==> src/rtl/cell_seq_pkg.sv <==
// Shared types and constants for the cell request sequencer: FSM states, RGB pixel type,
// opcode names and the 16-entry colour palette.
package cell_seq_pkg;

    typedef enum logic [2:0] {
        StIdle,
        StSettle,
        StIssue,
        StWaitRes,
        StHold
    } state_e;

    typedef struct packed {
        logic [7:0] r;
        logic [7:0] g;
        logic [7:0] b;
    } rgb_t;

    typedef enum logic [3:0] {
        OpAdd, OpSub, OpMul, OpAvg, OpMin, OpMax, OpXor, OpInv
    } opcode_e;

    localparam logic [23:0] PALETTE [16] = '{
        24'h000000, 24'hFF0000, 24'h00FF00, 24'h0000FF,
        24'hFFFF00, 24'hFF00FF, 24'h00FFFF, 24'h808080,
        24'h800000, 24'h008000, 24'h000080, 24'h808000,
        24'h800080, 24'h008080, 24'hC0C0C0, 24'hFFFFFF
    };

    function automatic rgb_t palette_lookup(input logic [3:0] idx);
        return rgb_t'(PALETTE[idx]);
    endfunction

endpackage

==> src/rtl/cell_request_sequencer_if.sv <==
// Request/result handshake between the sequencer (master) and the cell processor (slave).
interface cell_request_sequencer_if;
    import cell_seq_pkg::*;

    rgb_t       cell_a;
    rgb_t       cell_b;
    logic [3:0] opcode;
    logic       req_valid;
    logic       req_ready;
    logic       res_valid;
    rgb_t       res_data;
    logic       res_ready;

    modport master (
        output cell_a, cell_b, opcode, req_valid, res_ready,
        input  req_ready, res_valid, res_data
    );

    modport slave (
        input  cell_a, cell_b, opcode, req_valid, res_ready,
        output req_ready, res_valid, res_data
    );

endinterface

==> src/rtl/cell_switch_settle.sv <==
// Switch snapshot and stability counter: flags a change while idle and pulses settled once the
// snapshot has been unchanged for StableCycles cycles in the settle phase.
module cell_switch_settle #(
    parameter int unsigned StableCycles = 1000
) (
    input  logic        clk,
    input  logic        rst_n,
    input  logic [15:0] sw_i,
    input  logic        idle_i,
    input  logic        settle_i,
    output logic        start_o,
    output logic        settled_o,
    output logic [15:0] snap_o
);
    localparam int unsigned CntW = $clog2(StableCycles + 1);
    localparam logic [CntW-1:0] CntLast = CntW'(StableCycles - 1);

    logic [15:0]     snap_q, snap_d;
    logic [CntW-1:0] cnt_q, cnt_d;
    logic            changed;

    assign changed   = (sw_i != snap_q);
    assign start_o   = idle_i && changed;
    assign settled_o = settle_i && !changed && (cnt_q == CntLast);
    assign snap_o    = snap_q;

    always_comb begin
        snap_d = snap_q;
        cnt_d  = cnt_q;
        if ((idle_i || settle_i) && changed) begin
            snap_d = sw_i;
            cnt_d  = '0;
        end else if (settle_i && cnt_q != CntLast) begin
            cnt_d = cnt_q + 1'b1;
        end
    end

    always_ff @(posedge clk or negedge rst_n) begin
        if (!rst_n) begin
            snap_q <= '0;
            cnt_q  <= '0;
        end else begin
            snap_q <= snap_d;
            cnt_q  <= cnt_d;
        end
    end

endmodule

==> src/rtl/cell_request_sequencer.sv <==
// Turns settled switch settings into palette-based pixel requests, runs the valid/ready
// handshake with the cell processor and holds the last result for display.
module cell_request_sequencer
    import cell_seq_pkg::*;
#(
    parameter int unsigned StableCycles  = 1000,
    parameter int unsigned TimeoutCycles = 65535,
    parameter int unsigned NumOpcodes    = 8
) (
    input  logic                            clk,
    input  logic                            rst_n,
    input  logic [15:0]                     sw_i,
    cell_request_sequencer_if.master        bus,
    output rgb_t                            processed_cell_o,
    output logic                            busy_o,
    output logic [1:0]                      err_o
);
    localparam int unsigned TmoW = $clog2(TimeoutCycles + 1);
    localparam logic [TmoW-1:0] TmoLast = TmoW'(TimeoutCycles - 1);

    state_e          state_q, state_d;
    rgb_t            cell_a_q, cell_a_d, cell_b_q, cell_b_d, proc_q, proc_d;
    logic [3:0]      opcode_q, opcode_d;
    logic [1:0]      err_q, err_d;
    logic [TmoW-1:0] tmo_q, tmo_d;
    logic            start, settled;
    logic [15:0]     snap;

    cell_switch_settle #(
        .StableCycles (StableCycles)
    ) u_settle (
        .clk       (clk),
        .rst_n     (rst_n),
        .sw_i      (sw_i),
        .idle_i    (state_q == StIdle),
        .settle_i  (state_q == StSettle),
        .start_o   (start),
        .settled_o (settled),
        .snap_o    (snap)
    );

    always_comb begin
        state_d  = state_q;
        cell_a_d = cell_a_q;
        cell_b_d = cell_b_q;
        opcode_d = opcode_q;
        proc_d   = proc_q;
        err_d    = err_q;
        tmo_d    = tmo_q;
        unique case (state_q)
            StIdle: if (start) state_d = StSettle;
            StSettle: begin
                if (settled) begin
                    if (32'(snap[15:12]) >= NumOpcodes) begin
                        err_d[1] = 1'b1;
                        state_d  = StIdle;
                    end else begin
                        err_d[1] = 1'b0;
                        cell_a_d = palette_lookup(snap[3:0]);
                        cell_b_d = palette_lookup(snap[7:4]);
                        opcode_d = snap[15:12];
                        state_d  = StIssue;
                    end
                end
            end
            StIssue: begin
                if (bus.req_ready) begin
                    err_d[0] = 1'b0;
                    tmo_d    = '0;
                    state_d  = StWaitRes;
                end
            end
            StWaitRes: begin
                if (bus.res_valid) begin
                    proc_d  = bus.res_data;
                    state_d = StHold;
                end else if (tmo_q == TmoLast) begin
                    err_d[0] = 1'b1;
                    state_d  = StIdle;
                end else begin
                    tmo_d = tmo_q + 1'b1;
                end
            end
            StHold:  state_d = StIdle;
            default: state_d = StIdle;
        endcase
    end

    always_ff @(posedge clk or negedge rst_n) begin
        if (!rst_n) begin
            state_q  <= StIdle;
            cell_a_q <= '0;
            cell_b_q <= '0;
            opcode_q <= '0;
            proc_q   <= '0;
            err_q    <= '0;
            tmo_q    <= '0;
        end else begin
            state_q  <= state_d;
            cell_a_q <= cell_a_d;
            cell_b_q <= cell_b_d;
            opcode_q <= opcode_d;
            proc_q   <= proc_d;
            err_q    <= err_d;
            tmo_q    <= tmo_d;
        end
    end

    assign bus.cell_a        = cell_a_q;
    assign bus.cell_b        = cell_b_q;
    assign bus.opcode        = opcode_q;
    assign bus.req_valid     = (state_q == StIssue);
    assign bus.res_ready     = (state_q == StWaitRes);
    assign processed_cell_o  = proc_q;
    assign busy_o            = (state_q == StIssue) || (state_q == StWaitRes);
    assign err_o             = err_q;

endmodule

==> src/flat_wrapper.sv <==
// flat-port wrapper written by rule: the top's interface ports become plain ports
module cell_request_sequencer_flat import cell_seq_pkg::*;
#(
    parameter int unsigned StableCycles  = 1000,
    parameter int unsigned TimeoutCycles = 65535,
    parameter int unsigned NumOpcodes    = 8
)
  (clk, rst_n, sw_i, processed_cell_o, busy_o, err_o, bus_cell_a, bus_cell_b, bus_opcode, bus_req_valid, bus_res_ready, bus_req_ready, bus_res_valid, bus_res_data);
  cell_request_sequencer_if bus_i ();
  input  logic clk;
  input  logic rst_n;
  input  logic [15:0] sw_i;
  output rgb_t processed_cell_o;
  output logic busy_o;
  output logic [1:0] err_o;
  output wire logic [$bits(bus_i.cell_a)-1:0] bus_cell_a;
  output wire logic [$bits(bus_i.cell_b)-1:0] bus_cell_b;
  output wire logic [$bits(bus_i.opcode)-1:0] bus_opcode;
  output wire logic [$bits(bus_i.req_valid)-1:0] bus_req_valid;
  output wire logic [$bits(bus_i.res_ready)-1:0] bus_res_ready;
  input wire logic [$bits(bus_i.req_ready)-1:0] bus_req_ready;
  input wire logic [$bits(bus_i.res_valid)-1:0] bus_res_valid;
  input wire logic [$bits(bus_i.res_data)-1:0] bus_res_data;
  assign bus_cell_a = bus_i.cell_a;
  assign bus_cell_b = bus_i.cell_b;
  assign bus_opcode = bus_i.opcode;
  assign bus_req_valid = bus_i.req_valid;
  assign bus_res_ready = bus_i.res_ready;
  assign bus_i.req_ready = bus_req_ready;
  assign bus_i.res_valid = bus_res_valid;
  assign bus_i.res_data = bus_res_data;
  cell_request_sequencer #(.StableCycles(StableCycles), .TimeoutCycles(TimeoutCycles), .NumOpcodes(NumOpcodes)) u_core (.clk(clk), .rst_n(rst_n), .sw_i(sw_i), .bus(bus_i), .processed_cell_o(processed_cell_o), .busy_o(busy_o), .err_o(err_o));
endmodule
==> config.mk <==
export PLATFORM = sky130hd
export DESIGN_NAME = cell_request_sequencer_flat
export DESIGN_NICKNAME = d
export VERILOG_FILES = /design/src/rtl/cell_seq_pkg.sv /design/src/rtl/cell_request_sequencer_if.sv /design/src/rtl/cell_switch_settle.sv /design/src/rtl/cell_request_sequencer.sv /design/src/flat_wrapper.sv
export SDC_FILE = /design/constraint.sdc
export NUM_CORES = 1
export LEC_CHECK = 0
export BUFFER_PORTS_ARGS = -buffer_cell sky130_fd_sc_hd__buf_2
export CAP_MARGIN = 25
export CORE_ASPECT_RATIO = 0.5
export CORE_MARGIN = 3
export CORE_UTILIZATION = 30
export CTS_CLUSTER_DIAMETER = 40
export CTS_CLUSTER_SIZE = 28
export DETAILED_ROUTE_END_ITERATION = 10
export GPL_TIMING_DRIVEN = 0
export PLACE_DENSITY = 0.47
export SLEW_MARGIN = 25
export SYNTH_ARGS = -nofsm -noshare
export SYNTH_HDL_FRONTEND = slang
export SYNTH_SLANG_ARGS = --single-unit
export TNS_END_PERCENT = 1
==> constraint.sdc <==
create_clock -name clk -period 3.22 [get_ports clk]
set_input_delay 0.644 -clock clk [delete_from_list [all_inputs] [get_ports clk]]
set_output_delay 0.644 -clock clk [all_outputs]
set_load 0.01 [all_outputs]
After elaboration in Yosys (flattened, before gate mapping)
Memories as Yosys holds them, arrays and structs flattened. A register that Yosys moved wholly into a read port is not among the register bits. Cells that the tools add are included.

Flip-flop bits (word level): 75. ROM bits: 768. Output and inout bits: 81. Word-level logic and storage cells: 69. Memories: 2.

$add $sub $neg: 2. Magnitude comparators: 1. Equality and inequality tests: 14. Multiplexer cells: 18. Bitwise logic cells: 3. Reductions and logical operators: 19.

Memories: (no name shown) (words 16, bits a word 24, rd ports 1, clocked after memory_dff 1, write ports 0, line cell_seq_pkg.sv:31) `return rgb_t'(PALETTE[idx]);`; (no name shown) (words 16, bits a word 24, rd ports 1, clocked after memory_dff 1, write ports 0, line cell_seq_pkg.sv:31).

Operator list (number): 2-to-1 mux 16 bit (3); one-hot mux 16 bit (2 select lines) (1); 2-to-1 mux 10 bit (2); adder 16 x 1 -> 16 bit (second input constant) (1); == test 16 bit (second input constant) (1); != test 16 bit (1); 2-to-1 mux 3 bit (5); one-hot mux 3 bit (4 select lines) (1); AND reduction 4 bit (3); adder 10 x 1 -> 10 bit (second input constant) (1); == test 10 bit (second input constant) (1); != test 10 bit (second input constant) (1); NOT 4 -> 5 bit (2); != test 2 x 1 -> 1 bit (second input constant) (4); == test 3 x 2 -> 1 bit (second input constant) (2); logical AND 1 bit (5); greater-or-equal comparator 4 bit (second input constant) (1); 2-to-1 mux 1 bit (4); != test 2 bit (second input constant) (2); AND reduction 2 bit (2); nonzero test 2 bit (2); == test 3 x 1 -> 1 bit (second input constant) (1); logical NOT 1 bit (3); logical NOT 3 bit (1); other kinds (6) (7).

Logic depth before layout (Yosys ltp)
Depth after elaboration: 6. Mapped depth: 9. Mapped depth without buffers: 7.

Modules after synthesis
Synthesis repeated with hierarchy kept, for this count alone.

Cells, all modules: 472. Area, all modules: 5046.1 sq um.

By module, submodules not included: cell_request_sequencer (times used 1, cells each 362, area an instance 3708.6 sq um, sequential area each 1676.6 sq um); cell_switch_settle (times used 1, cells each 110, area an instance 1337.5 sq um, sequential area each 650.6 sq um).

Least setup slack after synthesis
Ideal clock, no wire load.

Path type: input to register. From: in sw_i[11]. To: reg u_core.cell_a_q (netlist bit u_core.bus.cell_a[15]). Library setup time: 0.125 ns. Arrival: 2.283 ns. Path slack: 0.813 ns. Cell stages on the path: 6. Path through: xor2_1 -> nor4_1 -> nand4_2 -> nor4_4 -> buf_6 -> mux2_2.

Cells in the longest elaborated chain, start to end: 5.

RTL lines: start: declaration (line flat_wrapper.sv:12) `input logic [15:0] sw_i;`; != test 16 bit (line cell_switch_settle.sv:22) `assign changed = (sw_i != snap_q);`; logical NOT 1 bit (line cell_switch_settle.sv:24) `assign settled_o = settle_i && !changed && (cnt_q == CntLast);`; logical AND 1 bit (2 in a row) (line cell_switch_settle.sv:24); AND reduction 3 bit (no line); end signal: assignment (line cell_request_sequencer.sv:100) `cell_a_q <= cell_a_d;`; end: declaration (line cell_request_sequencer.sv:22) `rgb_t cell_a_q, cell_a_d, cell_b_q, cell_b_d, proc_q, proc_d;`.

No other way between the ends. A chain may end at the register's enable or synchronous reset.

Final worst setup path
From: reg u_core.u_settle.snap_q[7], in the netlist u_core.u_settle.snap_o[7]. To: reg u_core.opcode_q[1], in the netlist u_core.bus.opcode[1].

Cells in the longest elaborated chain, start to end: 5.

RTL lines: start: declaration (line cell_switch_settle.sv:18) `logic [15:0] snap_q, snap_d;`; start signal: assignment (line cell_switch_settle.sv:43) `snap_q <= snap_d;`; != test 16 bit (line cell_switch_settle.sv:22); logical NOT 1 bit (line cell_switch_settle.sv:24); logical AND 1 bit (2 in a row) (line cell_switch_settle.sv:24); AND reduction 3 bit (no line); end signal: assignment (line cell_request_sequencer.sv:102) `opcode_q <= opcode_d;`; end: declaration (line cell_request_sequencer.sv:23) `logic [3:0] opcode_q, opcode_d;`.

No other way between the ends.

==> results.md <==
- Area of the core: 0.0157 mm2
- Largest area contributor in the netlist: sky130_fd_sc_hd__dfrtp_1
- Fraction of the cycle the final worst path needs: 0.852
- Sequential power share: 0.470
- CP Launch Type: flip-flop
- Tmin final: ~2700 ps
- Post-layout nets: around 630
- Critical path endpoint category: flip-flop
- Number of hold-slack violations in the final timing report: 0
- Min-delay worst type: input port to async pin
- Area contributors post-synth: sky130_fd_sc_hd__dfrtp_1 48%, sky130_fd_sc_hd__mux2_2 13%, sky130_fd_sc_hd__buf_4 4.6%
- Arrival time worst endpoint: 2970 ps
- CTS resizes: 0
- Starting density of the core: 0.311
- Syn_nets: 491
- Least-Margin Pin Slew: between 600 and 700 ps
- Utilization of the core after routing: 0.392
- Vias/cell: 4.39
- Final weighted congestion in routability-driven placement: 0.805
- Post-Place Worst Slack: 158 ps
- Initial antenna violation count: 0
- GRT Util Overall: 0.124
- CTS tree: built
- Commonest cells after routing, fill and taps aside: 125 x sky130_fd_sc_hd__buf_2, 93 x sky130_fd_sc_hd__dfrtp_1, 55 x sky130_fd_sc_hd__mux2_2
- Clock root buffer: sky130_fd_sc_hd__clkbuf_16
- Clock network fraction of design power: 0.470
- Initial DRT Pass Iterations: 4
- Final routed wire length divided by cell count: 13.6 um
- Synthesized area divided by synthesized cell count: 11.3 um2
- Die height: 96.1 um
- Die Footprint: ~0.018 mm2
- Clock Tree Buf Depth: 2
- FF-to-FF Start: u_core.u_settle.snap_o[7]
- # setup viols final: 0
- Flip-flop and latch count after synthesis: 93
- Count of fill cells added during filler insertion: around 1,600
- Cells after synthesis: 431
- Worst rel slew slack: 0.590
- Post-route DRC: 0
- Clock latency on the worst-skew pair: 340 ps
- Category of the most critical setup path: flip-flop to flip-flop
- Post-CTS clock slew at the launch and capture registers of the worst setup and hold paths: ~70 ps
- Register-to-Register Setup Slack: 480 ps
- Primary flip-flop cell chosen by synthesis mapping: sky130_fd_sc_hd__dfrtp_1
- Die X-Extent: 186 um
- Worst setup slack after layout: between 400 and 500 ps
- Run status: completed
- Sum of internal, switching and leakage power: between 2000 and 3000 uW
- Largest net degree at the start of global routing: just under 70
- Most common cell after layout, fill and taps aside: sky130_fd_sc_hd__buf_2
- Number of max-capacitance violations reported: 0
- Wire length of the first global-routing pass: around 17 mm
- Fraction of registers with async set or reset after synthesis: 1.00
- Number of buffers created by CTS: 9
- Count of buffering cells on the critical path with inverters included: 1
- Htree depth: 3
- Crit path max-delay cell type: sky130_fd_sc_hd__nor4_4
- Total count of max-transition violations in the final report: 0
- Combinational share of power: 0.059
- Hold-fix buffer count after cts: 0
- Total detailed-routing wirelength: 10.8 mm
- Data required time of the critical path: 3440 ps
- Post-route setup TNS: 0 ps
- Area growth from synthesis to final layout: 25.8%
- PortBufs: between 100 and 150
- Top-level port count: 125
- Power per cell area: 413 mW/mm2
- Max Fanout on Critical Path: 10
- Detail Placement HPWL: around 7.8 mm
- Yosys cell types: 42
- Number of cells on the worst reg-to-reg path: 6
- Via count of the first global-routing pass: 3,352
- Number of enable flip-flop cells after synthesis: 0
- YS warnings: 0
- Critical register-to-register path endpoint: u_core.bus.opcode[1]
- Upper clock frequency limit: 365 MHz
- Top cell family by delay on the critical path: simple AND/OR/NAND/NOR gates
- Cell internal pwr: 1940 uW
- Total via count in the routed design: 3,485
- Worst-case vdd ir drop: 0.220 mV
- Unrepaired setup endpoints after global routing: false
- Setup fix buffers added after clock tree synthesis: 0
- Worst slack on hold paths: about 170 ps
- Sink count of the clock tree: 93
- Crit-path cells: xor2_1, nor4_1, nand4_2, nor4_4, buf_6, mux2_2
- Skew final: between 10 and 15 ps
- Number of violations reported at the end of detailed-routing iteration 0: about 170
- Fraction of final layout cells with drive strength greater than 1: 0.420
- Top-area cell type share of the netlist area: 0.477
- Post-detailed-route count of antenna-violating nets: 0
- Number of placement rows: 32
- Switching Fraction: 0.234
- Net switching power figure: 593 uW
- Leakage power: 0.00323 uW
- Largest stage delay on the critical path: about 600 ps
- Count of inserted antenna diode cells: 0
- Post-synthesis instance area: 0.00488 mm2
- Global-route congestion overflow total: 0
- Register area share after synthesis: 0.477
## state kept, by name (all words and copies together), names as in the netlist
register and count:
u_core.u_settle.snap_o 16, u_core.err_o 2, u_core.u_settle.cnt_q 10, u_core.bus.cell_b 9, u_core.state_q 3, u_core.tmo_q 16, u_core.processed_cell_o 24, u_core.bus.opcode 4
u_core.bus.cell_a 9
## Yosys cell counts (9+ instances only)
master,n
sky130_fd_sc_hd__nand3_1,13
sky130_fd_sc_hd__o21ai_0,22
sky130_fd_sc_hd__mux2_2,55
sky130_fd_sc_hd__xnor2_1,16
sky130_fd_sc_hd__ha_1,16
sky130_fd_sc_hd__xor2_1,24
sky130_fd_sc_hd__inv_1,16
sky130_fd_sc_hd__nor2_1,33
sky130_fd_sc_hd__buf_4,30
sky130_fd_sc_hd__dfrtp_1,93
sky130_fd_sc_hd__clkbuf_1,9
sky130_fd_sc_hd__nand2_1,23
## worst reg2reg max path, cell delays in order (launching register included)
cell and delay (ps):
sky130_fd_sc_hd__dfrtp_1 440, sky130_fd_sc_hd__xor2_1 180, sky130_fd_sc_hd__nor4_1 450, sky130_fd_sc_hd__nand4_2 360
sky130_fd_sc_hd__nor4_4 600, sky130_fd_sc_hd__buf_6 260, sky130_fd_sc_hd__mux2_2 350
## metrics by stage
stage | instances | instance area, um2
final | 793 | 6140
after global routing | 793 | 6140
after CTS | 793 | 6140
after global placement | 776 | 5770
after floorplan | 431 | 4880
after detailed placement | 777 | 5810
## cell families (layout without fill, tap and decap cells)
kind of cell,count (synthesis),in the layout,share of synthesized area
simple gates,112,112,0.122
flops,93,93,0.477
mux,67,67,0.160
buf+inv,61,202,0.0767
compound gates,42,42,0.0516
xor+xnor,40,40,0.0718
fa+ha+maj,16,16,0.0411
## power groups by stage
stage / registers (uW) / clock network [uW] / logic [uW]
3_5_place_dp: 1210 / 0 / 155
3_3_place_gp: 1210 / 0 / 148
6_report: 1190 / 1190 / 151
4_1_cts: 1190 / 1230 / 155
2_1_floorplan: 1210 / 0 / 75.9
5_1_grt: 1190 / 1290 / 175
## cell type report
cell class / count / area, um2 / share of cell area
sequential: 93 / 2330 / 0.379
multi-input combinational: 277 / 2170 / 0.354
timing repair buffer: 125 / 654 / 0.107
buffer: 45 / 314 / 0.0512
tap: 221 / 277 / 0.0451
clock buffer: 9 / 225 / 0.0367
clock inverter: 7 / 104 / 0.0169
inverter: 16 / 60.1 / 0.00979
## how the worst max path moves through the flow
stage                               from               endpoint  cells past startpoint  slack, ps
2_1_floorplan                   sw_i[11]  u_core.bus.cell_a[15]                      6        810
4_1_cts        u_core.u_settle.snap_o[7]   u_core.bus.opcode[1]                      6        430
3_3_place_gp                     sw_i[7]   u_core.bus.opcode[1]                      7        140
3_5_place_dp                     sw_i[7]   u_core.bus.opcode[2]                      7        160
6_report       u_core.u_settle.snap_o[7]   u_core.bus.opcode[1]                      6        480
5_1_grt        u_core.u_settle.snap_o[7]   u_core.bus.opcode[1]                      6        250
## metal layers
metal / routed length (um) / global-route usage
met5: 0 / 0
met4: 84 / 0.0316
met3: 591 / 0.0362
met2: 4680 / 0.187
met1: 5420 / 0.174
Power figures use the tool's default switching activity.
